File: config.mk
export PLATFORM = sky130hd
export DESIGN_NAME = spi_slave_param_flat
export DESIGN_NICKNAME = d
export VERILOG_FILES = /design/src/rtl/spi_slave_param_if.sv /design/src/rtl/spi_slave_param.sv /design/src/flat_wrapper.sv
export SDC_FILE = /design/constraint.sdc
export NUM_CORES = 1
export LEC_CHECK = 0
export ABC_CLOCK_PERIOD_IN_PS = 5500
export CAP_MARGIN = 20
export CELL_PAD_IN_SITES_DETAIL_PLACEMENT = 0
export CELL_PAD_IN_SITES_GLOBAL_PLACEMENT = 1
export CORE_ASPECT_RATIO = 0.7
export CORE_MARGIN = 2
export CORE_UTILIZATION = 43
export CTS_CLUSTER_SIZE = 16
export DETAILED_ROUTE_END_ITERATION = 16
export GPL_ROUTABILITY_DRIVEN = 0
export PLACE_DENSITY = 0.88
export SKIP_CTS_REPAIR_TIMING = 1
export SLEW_MARGIN = 20
export SYNTH_ARGS = -nofsm -noshare
export SYNTH_HDL_FRONTEND = slang
export SYNTH_SLANG_ARGS = --single-unit
File: constraint.sdc
create_clock -name clk -period 5.5 [get_ports clk]
set_clock_uncertainty 0.05 [all_clocks]
set_input_delay 1.375 -clock clk [delete_from_list [all_inputs] [get_ports clk]]
set_output_delay 1.375 -clock clk [all_outputs]
set_load 0.005 [all_outputs]
File: src/rtl/spi_slave_param_if.sv
// Client-side TX/RX valid/ready bundle between spi_slave_param and its
// register-bank or DMA consumer.
interface spi_slave_param_if #(
  parameter int DATA_W = 8
);
  logic [DATA_W-1:0] tx_data;
  logic              tx_valid;
  logic              tx_ready;
  logic [DATA_W-1:0] rx_data;
  logic              rx_valid;
  logic              rx_ready;

  modport master (
    output tx_data, tx_valid, rx_ready,
    input  tx_ready, rx_data, rx_valid
  );

  modport slave (
    input  tx_data, tx_valid, rx_ready,
    output tx_ready, rx_data, rx_valid
  );
endinterface

File: src/rtl/spi_slave_param.sv
// Parametrised SPI slave: all four CPOL/CPHA modes, one-entry TX holding
// buffer, RX valid/ready output and sticky overrun/underrun/frame flags.
module spi_slave_param #(
  parameter int                DATA_W      = 8,
  parameter bit                MSB_FIRST   = 1'b1,
  parameter int                SYNC_STAGES = 2,
  parameter logic [DATA_W-1:0] TX_DEFAULT  = {DATA_W{1'b1}}
) (
  input  logic             clk,
  input  logic             rst,
  input  logic             sclk,
  input  logic             ss_n,
  input  logic             mosi,
  output logic             miso,
  output logic             miso_oe,
  input  logic             cpol,
  input  logic             cpha,
  spi_slave_param_if.slave bus,
  output logic             busy,
  output logic             rx_overrun,
  output logic             tx_underrun,
  output logic             frame_err,
  input  logic             status_clr
);
  localparam int              CNT_W    = $clog2(DATA_W);
  localparam logic [CNT_W-1:0] LAST_BIT = CNT_W'(DATA_W - 1);

  typedef enum logic {ST_IDLE, ST_ACTIVE} state_t;
  state_t state_reg, state_next;

  logic [SYNC_STAGES-1:0] sclk_sync_reg, mosi_sync_reg, ss_sync_reg;
  logic                   sclk_s, mosi_s, ss_s, sclk_prev_reg;
  logic                   cpol_reg, cpha_reg;
  logic [CNT_W-1:0]       bit_cnt_reg;
  logic [DATA_W-1:0]      rx_shift_reg, rx_data_reg, tx_shift_reg, tx_buf_reg;
  logic                   rx_valid_reg, word_done_reg, tx_full_reg, miso_reg;
  logic                   rx_overrun_reg, tx_underrun_reg, frame_err_reg;
  logic                   frame_start, frame_end, selected, sclk_edge;
  logic                   lead_edge, trail_edge, sample_edge, shift_edge;
  logic                   tx_load, tx_write, overrun_set, underrun_set, ferr_set;

  always_ff @(posedge clk) begin
    if (rst) begin
      sclk_sync_reg <= '0;
      mosi_sync_reg <= '0;
      ss_sync_reg   <= '1;
    end else begin
      sclk_sync_reg <= {sclk_sync_reg[SYNC_STAGES-2:0], sclk};
      mosi_sync_reg <= {mosi_sync_reg[SYNC_STAGES-2:0], mosi};
      ss_sync_reg   <= {ss_sync_reg[SYNC_STAGES-2:0], ss_n};
    end
  end

  assign sclk_s = sclk_sync_reg[SYNC_STAGES-1];
  assign mosi_s = mosi_sync_reg[SYNC_STAGES-1];
  assign ss_s   = ss_sync_reg[SYNC_STAGES-1];

  always_ff @(posedge clk) begin
    if (rst) state_reg <= ST_IDLE;
    else     state_reg <= state_next;
  end

  always_comb begin
    state_next  = state_reg;
    frame_start = 1'b0;
    frame_end   = 1'b0;
    case (state_reg)
      ST_IDLE: if (!ss_s) begin
        state_next  = ST_ACTIVE;
        frame_start = 1'b1;
      end
      ST_ACTIVE: if (ss_s) begin
        state_next = ST_IDLE;
        frame_end  = 1'b1;
      end
      default: state_next = ST_IDLE;
    endcase
  end

  // Edges are classified against the cpol/cpha captured at frame start.
  assign selected    = (state_reg == ST_ACTIVE) && !ss_s;
  assign sclk_edge   = selected && (sclk_s != sclk_prev_reg);
  assign lead_edge   = sclk_edge && (sclk_s != cpol_reg);
  assign trail_edge  = sclk_edge && (sclk_s == cpol_reg);
  assign sample_edge = cpha_reg ? trail_edge : lead_edge;
  assign shift_edge  = cpha_reg ? lead_edge : trail_edge;

  assign tx_load      = (frame_start && !cpha) || (shift_edge && (bit_cnt_reg == '0));
  assign tx_write     = bus.tx_valid && !tx_full_reg;
  assign overrun_set  = word_done_reg && rx_valid_reg && !bus.rx_ready;
  assign underrun_set = tx_load && !tx_full_reg;
  assign ferr_set     = frame_end && (bit_cnt_reg != '0);

  always_ff @(posedge clk) begin
    if (rst) begin
      sclk_prev_reg   <= 1'b0;
      cpol_reg        <= 1'b0;
      cpha_reg        <= 1'b0;
      bit_cnt_reg     <= '0;
      rx_shift_reg    <= '0;
      rx_data_reg     <= '0;
      rx_valid_reg    <= 1'b0;
      word_done_reg   <= 1'b0;
      tx_shift_reg    <= '0;
      tx_buf_reg      <= '0;
      tx_full_reg     <= 1'b0;
      miso_reg        <= 1'b0;
      rx_overrun_reg  <= 1'b0;
      tx_underrun_reg <= 1'b0;
      frame_err_reg   <= 1'b0;
    end else begin
      sclk_prev_reg <= sclk_s;
      word_done_reg <= 1'b0;

      if (frame_start) begin
        cpol_reg    <= cpol;
        cpha_reg    <= cpha;
        bit_cnt_reg <= '0;
      end else if (frame_end) begin
        bit_cnt_reg <= '0;
      end else if (sample_edge) begin
        rx_shift_reg <= MSB_FIRST ? {rx_shift_reg[DATA_W-2:0], mosi_s}
                                  : {mosi_s, rx_shift_reg[DATA_W-1:1]};
        if (bit_cnt_reg == LAST_BIT) begin
          bit_cnt_reg   <= '0;
          word_done_reg <= 1'b1;
        end else begin
          bit_cnt_reg <= bit_cnt_reg + 1'b1;
        end
      end

      // rx_shift already holds the full word one cycle after the last sample.
      if (word_done_reg) begin
        rx_data_reg  <= rx_shift_reg;
        rx_valid_reg <= 1'b1;
      end else if (rx_valid_reg && bus.rx_ready) begin
        rx_valid_reg <= 1'b0;
      end

      if (tx_load) begin
        tx_shift_reg <= tx_full_reg ? tx_buf_reg : TX_DEFAULT;
      end else if (shift_edge) begin
        tx_shift_reg <= MSB_FIRST ? {tx_shift_reg[DATA_W-2:0], 1'b0}
                                  : {1'b0, tx_shift_reg[DATA_W-1:1]};
      end

      // A write into an empty buffer coinciding with a load stays buffered.
      if (tx_load && tx_full_reg) begin
        tx_full_reg <= 1'b0;
      end else if (tx_write) begin
        tx_full_reg <= 1'b1;
        tx_buf_reg  <= bus.tx_data;
      end

      if (state_next == ST_ACTIVE)
        miso_reg <= MSB_FIRST ? tx_shift_reg[DATA_W-1] : tx_shift_reg[0];
      else
        miso_reg <= 1'b0;

      rx_overrun_reg  <= overrun_set  | (rx_overrun_reg  & ~status_clr);
      tx_underrun_reg <= underrun_set | (tx_underrun_reg & ~status_clr);
      frame_err_reg   <= ferr_set     | (frame_err_reg   & ~status_clr);
    end
  end

  assign miso         = miso_reg;
  assign miso_oe      = (state_reg == ST_ACTIVE);
  assign busy         = (state_reg == ST_ACTIVE);
  assign bus.tx_ready = !tx_full_reg;
  assign bus.rx_data  = rx_data_reg;
  assign bus.rx_valid = rx_valid_reg;
  assign rx_overrun   = rx_overrun_reg;
  assign tx_underrun  = tx_underrun_reg;
  assign frame_err    = frame_err_reg;
endmodule

File: src/flat_wrapper.sv
// flat-port wrapper written by rule: the top's interface ports become plain ports
module spi_slave_param_flat 
#(
  parameter int                DATA_W      = 8,
  parameter bit                MSB_FIRST   = 1'b1,
  parameter int                SYNC_STAGES = 2,
  parameter logic [DATA_W-1:0] TX_DEFAULT  = {DATA_W{1'b1}}
)
  (clk, rst, sclk, ss_n, mosi, miso, miso_oe, cpol, cpha, busy, rx_overrun, tx_underrun, frame_err, status_clr, bus_tx_data, bus_tx_valid, bus_rx_ready, bus_tx_ready, bus_rx_data, bus_rx_valid);
  spi_slave_param_if #(.DATA_W(DATA_W)) bus_i ();
  input  logic clk;
  input  logic rst;
  input  logic sclk;
  input  logic ss_n;
  input  logic mosi;
  output logic miso;
  output logic miso_oe;
  input  logic cpol;
  input  logic cpha;
  output logic busy;
  output logic rx_overrun;
  output logic tx_underrun;
  output logic frame_err;
  input  logic status_clr;
  input wire logic [$bits(bus_i.tx_data)-1:0] bus_tx_data;
  input wire logic [$bits(bus_i.tx_valid)-1:0] bus_tx_valid;
  input wire logic [$bits(bus_i.rx_ready)-1:0] bus_rx_ready;
  output wire logic [$bits(bus_i.tx_ready)-1:0] bus_tx_ready;
  output wire logic [$bits(bus_i.rx_data)-1:0] bus_rx_data;
  output wire logic [$bits(bus_i.rx_valid)-1:0] bus_rx_valid;
  assign bus_i.tx_data = bus_tx_data;
  assign bus_i.tx_valid = bus_tx_valid;
  assign bus_i.rx_ready = bus_rx_ready;
  assign bus_tx_ready = bus_i.tx_ready;
  assign bus_rx_data = bus_i.rx_data;
  assign bus_rx_valid = bus_i.rx_valid;
  spi_slave_param #(.DATA_W(DATA_W), .MSB_FIRST(MSB_FIRST), .SYNC_STAGES(SYNC_STAGES), .TX_DEFAULT(TX_DEFAULT)) u_core (.clk(clk), .rst(rst), .sclk(sclk), .ss_n(ss_n), .mosi(mosi), .miso(miso), .miso_oe(miso_oe), .cpol(cpol), .cpha(cpha), .bus(bus_i), .busy(busy), .rx_overrun(rx_overrun), .tx_underrun(tx_underrun), .frame_err(frame_err), .status_clr(status_clr));
endmodule
== Word level (Yosys, flattened, before mapping) ==
Cells that the tools add are included.
Storage, ports and cells
  register bits after elaboration: 52
  bits of input ports: 18
  output and inout bits: 16
  word-level logic and storage cells: 76
Operators by class
  add/subtract/negate cells: 1
  equality and inequality tests: 4
  multiplexer cells: 13
  bitwise gates (word level): 11
  reduce and logical (&&, ||, !) cells: 28
Operator list (count)
  $mux W8: 3
  $logic_and A1 B1 Y1: 13
  $mux W1: 9
  $not A1 Y1: 5
  $logic_not A1 Y1: 4
  $reduce_bool A2 Y1: 2
  $reduce_or A2 Y1: 2
  $reduce_or A4 Y1: 1
  $add A3 B1 Y3 const B: 1
  $and A1 B1 Y1: 3
  $eq A3 B3 Y1 const B: 1
  $logic_not A3 Y1: 1
  $mux W3: 1
  $or A1 B1 Y1: 3
  $reduce_and A3 Y1: 1
  $reduce_bool A3 Y1: 1
  $reduce_or A3 Y1: 1
  $ne A1 B1 Y1: 2
  $reduce_and A2 Y1: 1
  $eq A1 B1 Y1: 1
  $logic_or A1 B1 Y1: 1

== Logic depth before layout (Yosys ltp) ==
Gate-level depths: netlist of run 1.
  depth in word-level cells: 10
  depth in mapped cells: 8
  depth with buffers taken out: 6

== Worst setup path before layout of run 1 ==
No wires, ideal clock.
  path type: input -> register
  from: in cpha
  to: reg u_core.tx_shift_reg[5]
  library setup time: 70 ps
  arrival: 2330 ps
  data required time: 5380 ps
  setup slack: 3050 ps
  cell stages on the path: 6
  path buffers: 2
  cells stage by stage: nand2b_1 clkbuf_1 clkbuf_1 nand3_1 a22o_1 a21oi_1
On the way
  word-level cells in the longest chain between the ends: 4
  elaborated cells between the ends (all ways): 5
  classes of those cells: mux (1); reduce/logical (4)
Ends and longest elaborated chain
  start, declared: RTL line flat_wrapper.sv:19  | input logic cpha;
  $logic_not A1 Y1 *: RTL line spi_slave_param.sv:88  | assign tx_load = (frame_start && !cpha) || (shift_edge && (bit_cnt_reg == '0));
  $logic_and A1 B1 Y1 *: RTL line spi_slave_param.sv:88
  $logic_or A1 B1 Y1 *: RTL line spi_slave_param.sv:88
  $mux W8 / $reduce_bool A2 Y1 (equally long branches)
  end signal, assigned: RTL line spi_slave_param.sv:141  | tx_shift_reg <= tx_full_reg ? tx_buf_reg : TX_DEFAULT;
  end signal, assigned: RTL line spi_slave_param.sv:143  | tx_shift_reg <= MSB_FIRST ? {tx_shift_reg[DATA_W-2:0], 1'b0}
  end, declared: RTL line spi_slave_param.sv:35  | logic [DATA_W-1:0] rx_shift_reg, rx_data_reg, tx_shift_reg, tx_buf_reg;
Mark *: on every way between the ends. The rest lies on a longest branch, timed or not.
A chain may end at the register's enable or synchronous reset.

==> results of run 1 <==
synth_stat cells, drive strengths merged:
library cell / instances
o311ai: 1
and2: 1
clkbuf: 11
nand2b: 3
mux2: 1
a22o: 7
o211a: 1
or2: 2
nand3b: 3
nor3: 1
nand3: 14
xnor2: 1
or4: 1
buf: 4
nor3b: 1
nor2b: 11
o22ai: 7
o21ai: 1
o211ai: 1
nand2: 22
dfxtp: 52
ha: 6
inv: 5
a211oi: 1
and3b: 2
a21oi: 18
nor2: 25
nand4b: 3
mux2i: 22
routing by layer:
layer,up-vias,global-route usage
li1,832,-
met1,713,0.2360
met2,32,0.2102
met3,6,0.04095
met4,0,0.07500
met5,-,0
stage by stage:
stage	hold slack (ps)	setup slack [ps]	power (mW)	instances
global placement	342.5	2042	0.4478	316
detailed placement	346.8	2041	0.4480	316
CTS	367.2	2362	0.6951	322
floorplan	339.5	3050	0.4268	228
finish	363.8	2380	0.6870	322
global route	396.6	2243	0.7165	322
worst max path at each step:
stage | from | end | slack, ps | cells after the start
6_report | rst | u_core.tx_shift_reg[0] | 2380 | 4
5_1_grt | rst | u_core.tx_shift_reg[0] | 2240 | 4
4_1_cts | rst | u_core.tx_shift_reg[0] | 2360 | 4
3_5_place_dp | rst | u_core.tx_shift_reg[0] | 2040 | 4
3_3_place_gp | rst | u_core.tx_shift_reg[0] | 2040 | 4
2_1_floorplan | cpha | u_core.tx_shift_reg[5] | 3050 | 6
power breakdown:
group	switching, mW	internal, mW	total [mW]
clock network	0.117	0.131	0.248
registers	0.00568	0.385	0.391
logic	0.0228	0.0252	0.0480
total	0.146	0.541	0.687
logic make-up after synthesis:
kind of cell | Yosys count | share of synthesized area
muxes | 23 | 0.1127
AOI/OAI and AO/OA | 37 | 0.1103
xor gates and xnor gates | 1 | 0.004131
DFF | 52 | 0.4909
and+or+nand+nor | 89 | 0.2071
buffers and inverters | 20 | 0.03952
adders and majority gates | 6 | 0.03540
final cells by class:
type	count	share of cell area
sequential	52	0.4037
tap	69	0.03348
clock inverter	1	0.01164
inverter	5	0.007278
timing repair buffer	34	0.1310
multi-input combinational	156	0.3862
clock buffer	5	0.02669
==> run summary, run 1 <==
The logs give 1471 for the via count of the first global-routing pass and 130.2 uV for the worst-case vdd ir drop. The TritonCTS buffer count came out at 5. Type of the most critical hold path: reg -> reg. The tools report the number of antenna violations at the first check in global routing as 0.

The first-pass detailed-route iteration total is 4, and the starting DRC count in detailed routing is 121. The post-layout utilization of the core came out at 0.5422. Setup violations remaining at the end of the flow were counted as 0. The buffers plus inverters on the worst setup path was 2. The tools report the area taken by multi-input logic gates as 996.0 sq um. The tools report the critical register-to-register path endpoint as u_core.rx_shift_reg[4].

The logs give 33 for the number of distinct standard cells referenced by the synthesized netlist and 4756 sq um for the area inside the core boundary. A synthesized cell averages 9.302 sq um. The largest fanout on the critical path was 28; the total number of yosys warnings was 0.

Adding up every negative setup slack in the final design gives 0 ps. TritonCTS built the clock tree. Summed over all cells, the static leakage comes to 0.9318 nW. Summed over all instances, the cell type with the most area after synthesis is sky130_fd_sc_hd__dfxtp_1. The final wirelength is 3919 um, and the max-cap check violation count is 0. The count of buffers added on input and output ports is 33. Entering global routing, the biggest net connects 29 pins.

The tools report the startpoint of the worst register-to-register path as u_core.busy. Proportion of layout cells with a drive suffix above 1: 0.04743. On the critical path the largest part of the delay comes from buffers and inverters. The highest routed metal layer is met4. The net count of the finished layout is 278. The logs give 2700 um for the total half-perimeter wirelength after legalization and detailed placement and 188 um for the routed length on met3.

In this run the deepest clock path goes through 2 buffers. Setup repair after global routing left no endpoint under its margin. The global router's overall resource usage is 0.1587. For the pin with the worst max-slew slack, the measured transition is 849.5 ps. Data on the critical path arrives at its endpoint at 3270 ps.

The run gives 0.4909 as the portion of the post-synthesis area used by sequential elements. Fraction of synthesized cell area taken by the top area cell type: 0.4909. The count of clock tree sinks came out at 52.

The most common library cell in the layout ignoring fill and taps was sky130_fd_sc_hd__dfxtp_1. Dividing the detail-routed wire length by the instance count gives 12.17 um. Summing all flip-flop and latch instances after layout gives 1041 sq um. The count of H-tree levels built during CTS is 2, and the width of the chip is 87.94 um. The run gives 3490 ps as the register-to-register setup slack. The cell type of the slowest stage on the worst timing path is sky130_fd_sc_hd__clkdlybuf4s50_1.

STA classifies the critical path endpoint as a flip-flop. The total power density per cell area works out to 266.4 nW/um^2. The maximum frequency from static timing analysis came out at 320.5 MHz. The clock reaches the later pin of the worst-skew pair after 310 ps. The row count is 21, and the total placed instance area is 2480 sq um.

For hold timing, the worst endpoint is u_core.ss_sync_reg[1]. The worst reg2reg path depth is 6, and the clock-pin slew on the worst setup and hold paths is 90 ps. In this run the cell area of the synthesized design comes to 2121 sq um.

The final count of hold timing violations was 0; the total of fill cells in the finished design was 455. In the layout the commonest cells are sky130_fd_sc_hd__dfxtp_1, sky130_fd_sc_hd__clkdlybuf4s50_1, sky130_fd_sc_hd__nor2_1, sky130_fd_sc_hd__nand2_1, sky130_fd_sc_hd__mux2i_1. The critical path in this run is classified as in -> reg.

The peak per-stage delay on the critical path was 820 ps; the required time of the worst setup path was 5650 ps. The run finished with clean final reports. Summed over all layers, the global routing overflow is 0.

Sorting the synthesized cells by area gives the leading types as sky130_fd_sc_hd__dfxtp_1, sky130_fd_sc_hd__mux2i_1, sky130_fd_sc_hd__nor2_1, sky130_fd_sc_hd__a21oi_1, sky130_fd_sc_hd__nand2_1. The fraction of the cycle the final worst path needs was 0.5673. The tools report the routed length on met2 as 1503 um. The number of nets in the synthesized netlist is 252. From synthesis to final layout, the design area changed by 21.59%. The run gives 0.4337 as the worst relative slew slack. Counting every instance in the synthesized netlist gives 228. 34 I/O pins were placed. STA classifies the critical path startpoint as an input port. The tools report the clock root buffer master as sky130_fd_sc_hd__clkbuf_8. The final antenna-violating net count is 0.

The tools report the worst hold path startpoint as u_core.ss_sync_reg[0]. The worst hold path cell count works out to 1. The first global-routing pass estimated 6810 um of wire. The tools report the met1 wire length as 2154 um. For the detailed-route via count, the log shows 1583.

Traced cell by cell, the critical path runs through clkdlybuf4s50_1 > buf_4 > or4_1 > o311ai_0. The starting density of the core is 0.4459. For this run, design rule violations remaining after detail routing come to 0. The total inserted antenna cells was 0; the via count normalized by instance count was 4.916. Vertical die dimension: 62.76 um.

The clock period could shrink to 3120 ps. The number of pins exceeding their max-slew limit in the final report came out at 0. The floorplan step defined a die boundary enclosing 5519 sq um. The number of synthesized register bits was 52. For the area of all placed cells without fillers, the log shows 2579 sq um.
Note: power is estimated with default switching activity, not from simulation.
==> run 2, diff against run 1 <==
Settings changed: ABC_CLOCK_PERIOD_IN_PS 5500 to 2940, CORE_UTILIZATION 43 to 40, PLACE_DENSITY 0.88 to 0.83.
Clock period 5.5 ns to 2.94 ns, I/O delays scaled along.
==> run 2 against run 1 <==
  * Sequential power up 87%
  * Non-clock buffer count is 2 higher
  * Power rose by 91%
  * Via count rose by 3.3%
  * Critical endpoint is now bus_tx_ready
  * Largest power group unchanged
  * Highest routed layer unchanged
==> run summary, run 2 (synthesized netlist as in run 1, its figures left out) <==
The flow ran to the end, and the final reports show no timing, DRC or antenna violations. Final count of negative-setup-slack endpoints: 0 (unchanged). The synthesis-to-layout area growth was 23.07%.

Category of the most critical setup path: reg -> out. The number of nets in the layout was 280 (+0.72%). The maximum frequency from static timing analysis was 467.7 MHz; the buffers plus inverters on the worst setup path was 2 (unchanged).

The run gives 0 (unchanged) as the final count of hold timing violations. The sum of negative setup slack came out at 0 ps (unchanged). The element type at the critical path end was a primary output. Type of the most critical hold path: reg -> reg.

The tools report the flip-flop and latch area as 1041 sq um (unchanged). The global router's overall resource usage was 0.1585 (-0.0002513); the proportion of layout cells with a drive suffix above 1 was 0.06226 (+0.01483). In the layout the commonest cells are sky130_fd_sc_hd__dfxtp_1, sky130_fd_sc_hd__clkdlybuf4s50_1, sky130_fd_sc_hd__nor2_1, sky130_fd_sc_hd__nand2_1, sky130_fd_sc_hd__mux2i_1. The total die area was 5910 sq um (+7.1%).

The final cell count without fillers is 329 (+2.2%), and the data arrival time of the critical path is 1350 ps (-1920 ps). The total power density per cell area works out to 503.9 nW/um^2 (+89%). The TritonCTS buffer count came out at 5 (unchanged). The run gives 0 (unchanged) as the number of pins exceeding their max-slew limit in the final report. TritonCTS built the clock tree.

The detailed-route via count is 1635 (+3.3%), and the clock-pin slew on the worst setup and hold paths is 90 ps (about the same). The logs give 801.7 ps (-1578 ps) for the post-route worst setup slack and 0 (unchanged) for the final antenna-violating net count. The final global-route overflow total was 0 (unchanged). Total half-perimeter wirelength after legalization and detailed placement: 2932 um (+8.6%).

The via count of the first global-routing pass was 1537 (+4.5%). The first-pass detailed-route iteration total was 5 (+1). The tools report the setup slack at placement as 691.7 ps (-1349 ps).

The global-route wire length before repair was 7500 um (+10%). The required time of the worst setup path is 2150 ps (-3500 ps), and the final wirelength is 4355 um (+11%). Among all stages on the critical path, the largest delay is contributed by sky130_fd_sc_hd__clkdlybuf4s50_1. The logs give 52 (unchanged) for the count of clock tree sinks and 308.6 uV (+140%) for the worst-case vdd ir drop. The kind of cell with the highest combined delay along the critical path is buffers and inverters. The tools report the count of H-tree levels built during CTS as 2 (unchanged). The area taken by multi-input logic gates is 996.0 sq um (unchanged).

The clock root buffer master was sky130_fd_sc_hd__clkbuf_8. Average wire per standard cell: 13.24 um (+8.8%). The area inside the core boundary is 5175 sq um (+8.8%).

The transition time at the pin with the least slew margin is 801.4 ps (-48.04 ps). The total of fill cells in the finished design was 509 (+12%); the via count normalized by instance count was 4.970 (+1.1%). The post-layout utilization of the core is 0.5044 (-0.03787). The worst path in the final design needs a cycle of 2138 ps, including I/O delays and setup.

The run gives 310 ps (about the same) as the later-pin clock latency in the skew report. Max-cap check violation count: 0 (unchanged). The tools report the number of placed cells counting well taps as 321 (+1.6%). The most common library cell in the layout ignoring fill and taps was sky130_fd_sc_hd__dfxtp_1. The number of antenna violations at the first check in global routing was 0 (unchanged). The DRC violations left is 0 (unchanged), and the starting density of the core is 0.4098 (-0.03612). The peak per-stage delay on the critical path works out to 530 ps (-290 ps).

The width of the chip was 91.03 um (+3.5%). Number of top-level design ports: 34 (unchanged). The final hold slack came out at 374.6 ps (+10.77 ps).

The row count came out at 22 (+4.8%). The starting DRC count in detailed routing was 99 (-18%); the deepest clock path buffer count was 2 (unchanged). The largest net degree at the start of global routing is 36 (+24%), and the fraction of the cycle the final worst path needs is 0.7273. The count of input and output buffers is 33 (unchanged), and the vertical die dimension is 64.92 um (+3.4%). For the worst relative slew slack, the log shows 0.4551 (+0.02146). The largest fanout on the critical path is 10 (-64%), and the leakage power is 0.9449 nW (+1.4%). The critical path goes through inv_2 > clkdlybuf4s50_1. Setup repair after global routing left no endpoint under its margin.

Type of element launching the critical path: a flip-flop. The run gives 0 (unchanged) as the total inserted antenna cells.
## run 2: cell count changes in the layout (fill, tap and decap cells not counted), sizes merged
cell / change
clkinvlp: +1
buf: +2
clkinv: +1
## run 2: final timing paths
kind	depth (start not counted)	slack, ps	startpoint	end
setup / recovery	2	800	u_core.tx_full_reg	bus_tx_ready
hold reg to reg	1	370	u_core.ss_sync_reg[0]	u_core.ss_sync_reg[1]
setup reg to reg	6	920	u_core.busy	u_core.rx_shift_reg[4]
hold / removal	1	370	u_core.ss_sync_reg[0]	u_core.ss_sync_reg[1]
## run 2: power by group
part           internal [mW]  switching (mW)
clock                  0.252           0.237
combinational         0.0486          0.0446
sequential             0.721          0.0116
total                   1.02           0.293
## run 2: cell type report
cell class              instances  share of cell area
clock buffers                   5             0.02637
clock inverters                 3             0.01630
inverters                       5            0.007191
multi-input cells             156              0.3816
flip-flops and latches         52              0.3989
well taps                      72             0.03452
repair buffers                 36              0.1352
## run 2: layer usage
metal  global-route usage  up-vias  share of wire
met5                    0        -              0
met4              0.05682        0          0.014
met3              0.03837        7          0.035
met2               0.2167       29           0.39
met1               0.2386      760           0.55
li1                     -      839              -
## run 2: stage by stage
step	power (mW)	instance area (sq um)
finish	1.315	2610
global route	1.379	2610
CTS	1.329	2610
floorplan	0.7985	2121
global placement	0.8397	2499
detailed placement	0.8417	2499
## run 2: worst register-to-register path: stages (launching register included)
cell	delay (ps)
sky130_fd_sc_hd__dfxtp_1	400
sky130_fd_sc_hd__inv_1	60
sky130_fd_sc_hd__ha_1	290
sky130_fd_sc_hd__nand4b_1	120
sky130_fd_sc_hd__mux2i_2	660
sky130_fd_sc_hd__mux2i_1	290
sky130_fd_sc_hd__nor2_1	60
==> run 3, diff against run 2 <==
Settings changed: ABC_CLOCK_PERIOD_IN_PS 2940 to 1900, CORE_UTILIZATION 40 to 36, PLACE_DENSITY 0.83 to 0.79.
Clock period 2.94 ns to 1.9 ns, I/O delays scaled along.
==> run 3 against run 2 <==
  * Utilization down 4.0 points
  * Count of clock-buffer cells in the layout increased by 1
  * Worst setup slack worse by 700 ps
  * Global-route usage decreased by 1.2 points
  * Via count rose by 1.0%
  * Clock power increased by 23%
  * Critical path type unchanged
  * Highest routed layer unchanged
==> run summary, run 3 (synthesized netlist as in run 1, its figures left out) <==
The register-to-register setup slack is 150 ps (-770 ps), and the via count normalized by instance count is 4.888 (-1.7%). The later-pin clock latency in the skew report was 310 ps (about the same). The tightest min-delay check is of the reg -> reg type. The run gives 0.4646 (-0.03971) as the post-layout utilization of the core. Global router's overall resource usage: 0.1467 (-0.01177).

The setup path with the least slack is of type reg -> out. The synthesis-to-layout area growth came out at 24.84%. The worst hold path cell count is 1 (unchanged). The number of top-level design ports came out at 34 (unchanged). The worst-case vdd ir drop is 254.1 uV (-18%), and the worst relative slew slack is 0.6473 (+0.1922). The final period demand of the worst path was 1795 ps. TritonCTS built the clock tree. The starting density of the core was 0.3722 (-0.03762).

The tools report the data arrival time of the critical path as 1270 ps (-80 ps). The row count came out at 23 (+4.5%). Setup slack at placement: 43.30 ps (-648.4 ps).

STA classifies the critical path endpoint as a primary output. The total half-perimeter wirelength after legalization and detailed placement was 3003 um (+2.4%); the transition time at the pin with the least slew margin was 528.3 ps (-273.1 ps). Clock-pin slew on the worst setup and hold paths: 90 ps (about the same). The final antenna-violating net count was 0 (unchanged); the max-cap check violation count was 0 (unchanged). The largest net degree at the start of global routing was 26 (-28%); the width of the chip was 95.74 um (+5.2%).

In the layout the commonest cells are sky130_fd_sc_hd__dfxtp_1, sky130_fd_sc_hd__clkdlybuf4s50_1, sky130_fd_sc_hd__nor2_1, sky130_fd_sc_hd__nand2_1, sky130_fd_sc_hd__mux2i_1. The final global-route overflow total was 0 (unchanged). For this run, the top clock speed supported by timing is 557.2 MHz.

The tools report the type of element launching the critical path as a flip-flop. The leakage power was 0.9699 nW (+2.6%); the total power density per cell area was 713.7 nW/um^2 (+42%). For the required time of the worst setup path, the log shows 1370 ps (-780 ps). Leaving out fill and tap cells, the most frequent cell in the layout is sky130_fd_sc_hd__dfxtp_1. The total inserted antenna cells was 0 (unchanged).

The count of input and output buffers works out to 33 (unchanged). Detailed-route via count: 1652 (+1.0%). The startpoint of the worst register-to-register path was u_core.ss_sync_reg[1]. For the total die area, the log shows 6531 sq um (+11%). The global-route wire length before repair is 7148 um (-4.7%). The run finished with clean final reports.

The proportion of layout cells with a drive suffix above 1 works out to 0.09506 (+0.03280). The count of H-tree levels built during CTS is 2 (unchanged), and the worst reg2reg path depth is 7 (+1). The fraction of the cycle the final worst path needs works out to 0.9447.

The logs give 0 (unchanged) for the number of antenna violations at the first check in global routing and 0 ps (unchanged) for the sum of negative setup slack. Setup repair after global routing left no endpoint under its margin. The tools report the critical register-to-register path endpoint as u_core.tx_underrun. For the post-route worst setup slack, the log shows 105.2 ps (-696.5 ps). The tools report the starting DRC count in detailed routing as 88 (-11%). The tools report the final cell count without fillers as 338 (+2.7%). The end point of the most critical hold path was u_core.ss_sync_reg[1]. The average wire per standard cell was 12.79 um (-3.4%); the TritonCTS buffer count was 5 (unchanged). The final count of negative-setup-slack endpoints is 0 (unchanged), and the final wirelength is 4322 um (-0.76%). CTS placed an instance of sky130_fd_sc_hd__clkbuf_8 at the clock tree root. The largest fanout on the critical path is 10 (unchanged). The number of placed cells counting well taps was 331 (+3.1%); the final count of hold timing violations was 0 (unchanged). For the number of nets in the layout, the log shows 287 (+2.5%). The tools report the area inside the core boundary as 5698 sq um (+10%). The vertical die dimension was 68.22 um (+5.1%). The deepest clock path buffer count was 2 (unchanged). The via count of the first global-routing pass is 1512 (-1.6%), and the count of clock tree sinks is 52 (unchanged). First-pass detailed-route iteration total: 4 (-1).

Number of pins exceeding their max-slew limit in the final report: 0 (unchanged). DRC violations left: 0 (unchanged). The worst hold path begins at u_core.ss_sync_reg[0].
[run 3: cell types whose count changed in the layout (fill, tap and decap cells not counted), sizes merged]
cell / delta
clkinvlp: -1
buf: +8
clkdlybuf4s50: -1
bufinv: -1
clkbuf: +1
[run 3: critical path, cell delays in order (launching register included)]
cell and delay [ps]:
sky130_fd_sc_hd__dfxtp_2 360, sky130_fd_sc_hd__inv_4 100, sky130_fd_sc_hd__clkdlybuf4s50_1 500
[run 3: routing by layer]
metal / wire, um / share of wire / vias up / global-route usage
li1: - / - / 853 / -
met1: 2178 / 0.50 / 755 / 0.2049
met4: 86 / 0.020 / 0 / 0.06964
met5: 0 / 0 / - / 0
met3: 271 / 0.063 / 7 / 0.04736
met2: 1785 / 0.41 / 37 / 0.2037
[run 3: final cells by class]
| cell class | count | area (sq um) |
|---|---|---|
| inverters | 5 | 21.27 |
| clock buffers | 6 | 72.57 |
| clock inverters | 1 | 5.005 |
| fillers | 564 | 3050 |
| well taps | 75 | 93.84 |
| multi-input cells | 156 | 998.5 |
| flip-flops and latches | 52 | 1044 |
| repair buffers | 43 | 412.9 |
[run 3: how the worst max path moves through the flow]
| stage | startpoint | end | depth (start not counted) |
|---|---|---|---|
| after floorplan | u_core.busy | u_core.rx_shift_reg[1] | 6 |
| after global placement | cpha | u_core.tx_shift_reg[7] | 6 |
| after detailed placement | cpha | u_core.tx_shift_reg[2] | 6 |
| after CTS | u_core.tx_full_reg | bus_tx_ready | 2 |
| after global routing | u_core.ss_sync_reg[1] | u_core.tx_shift_reg[0] | 6 |
| final | u_core.tx_full_reg | bus_tx_ready | 2 |
[run 3: report_power, final]
part	switching, mW	leakage, nW	internal [mW]	total, mW
registers	0.0172	0.423	1.12	1.13
clock network	0.350	0.0410	0.251	0.602
logic	0.0724	0.506	0.0822	0.155
[run 3: through the flow]
step           total power, mW  hold WS, ps  area, sq um
6_report                 1.890        370.0         2648
5_1_grt                  1.973        389.1         2648
4_1_cts                  1.922        376.7         2640
3_5_place_dp             1.313        355.7         2562
3_3_place_gp             1.310        352.3         2562
2_1_floorplan            1.236        339.5         2121
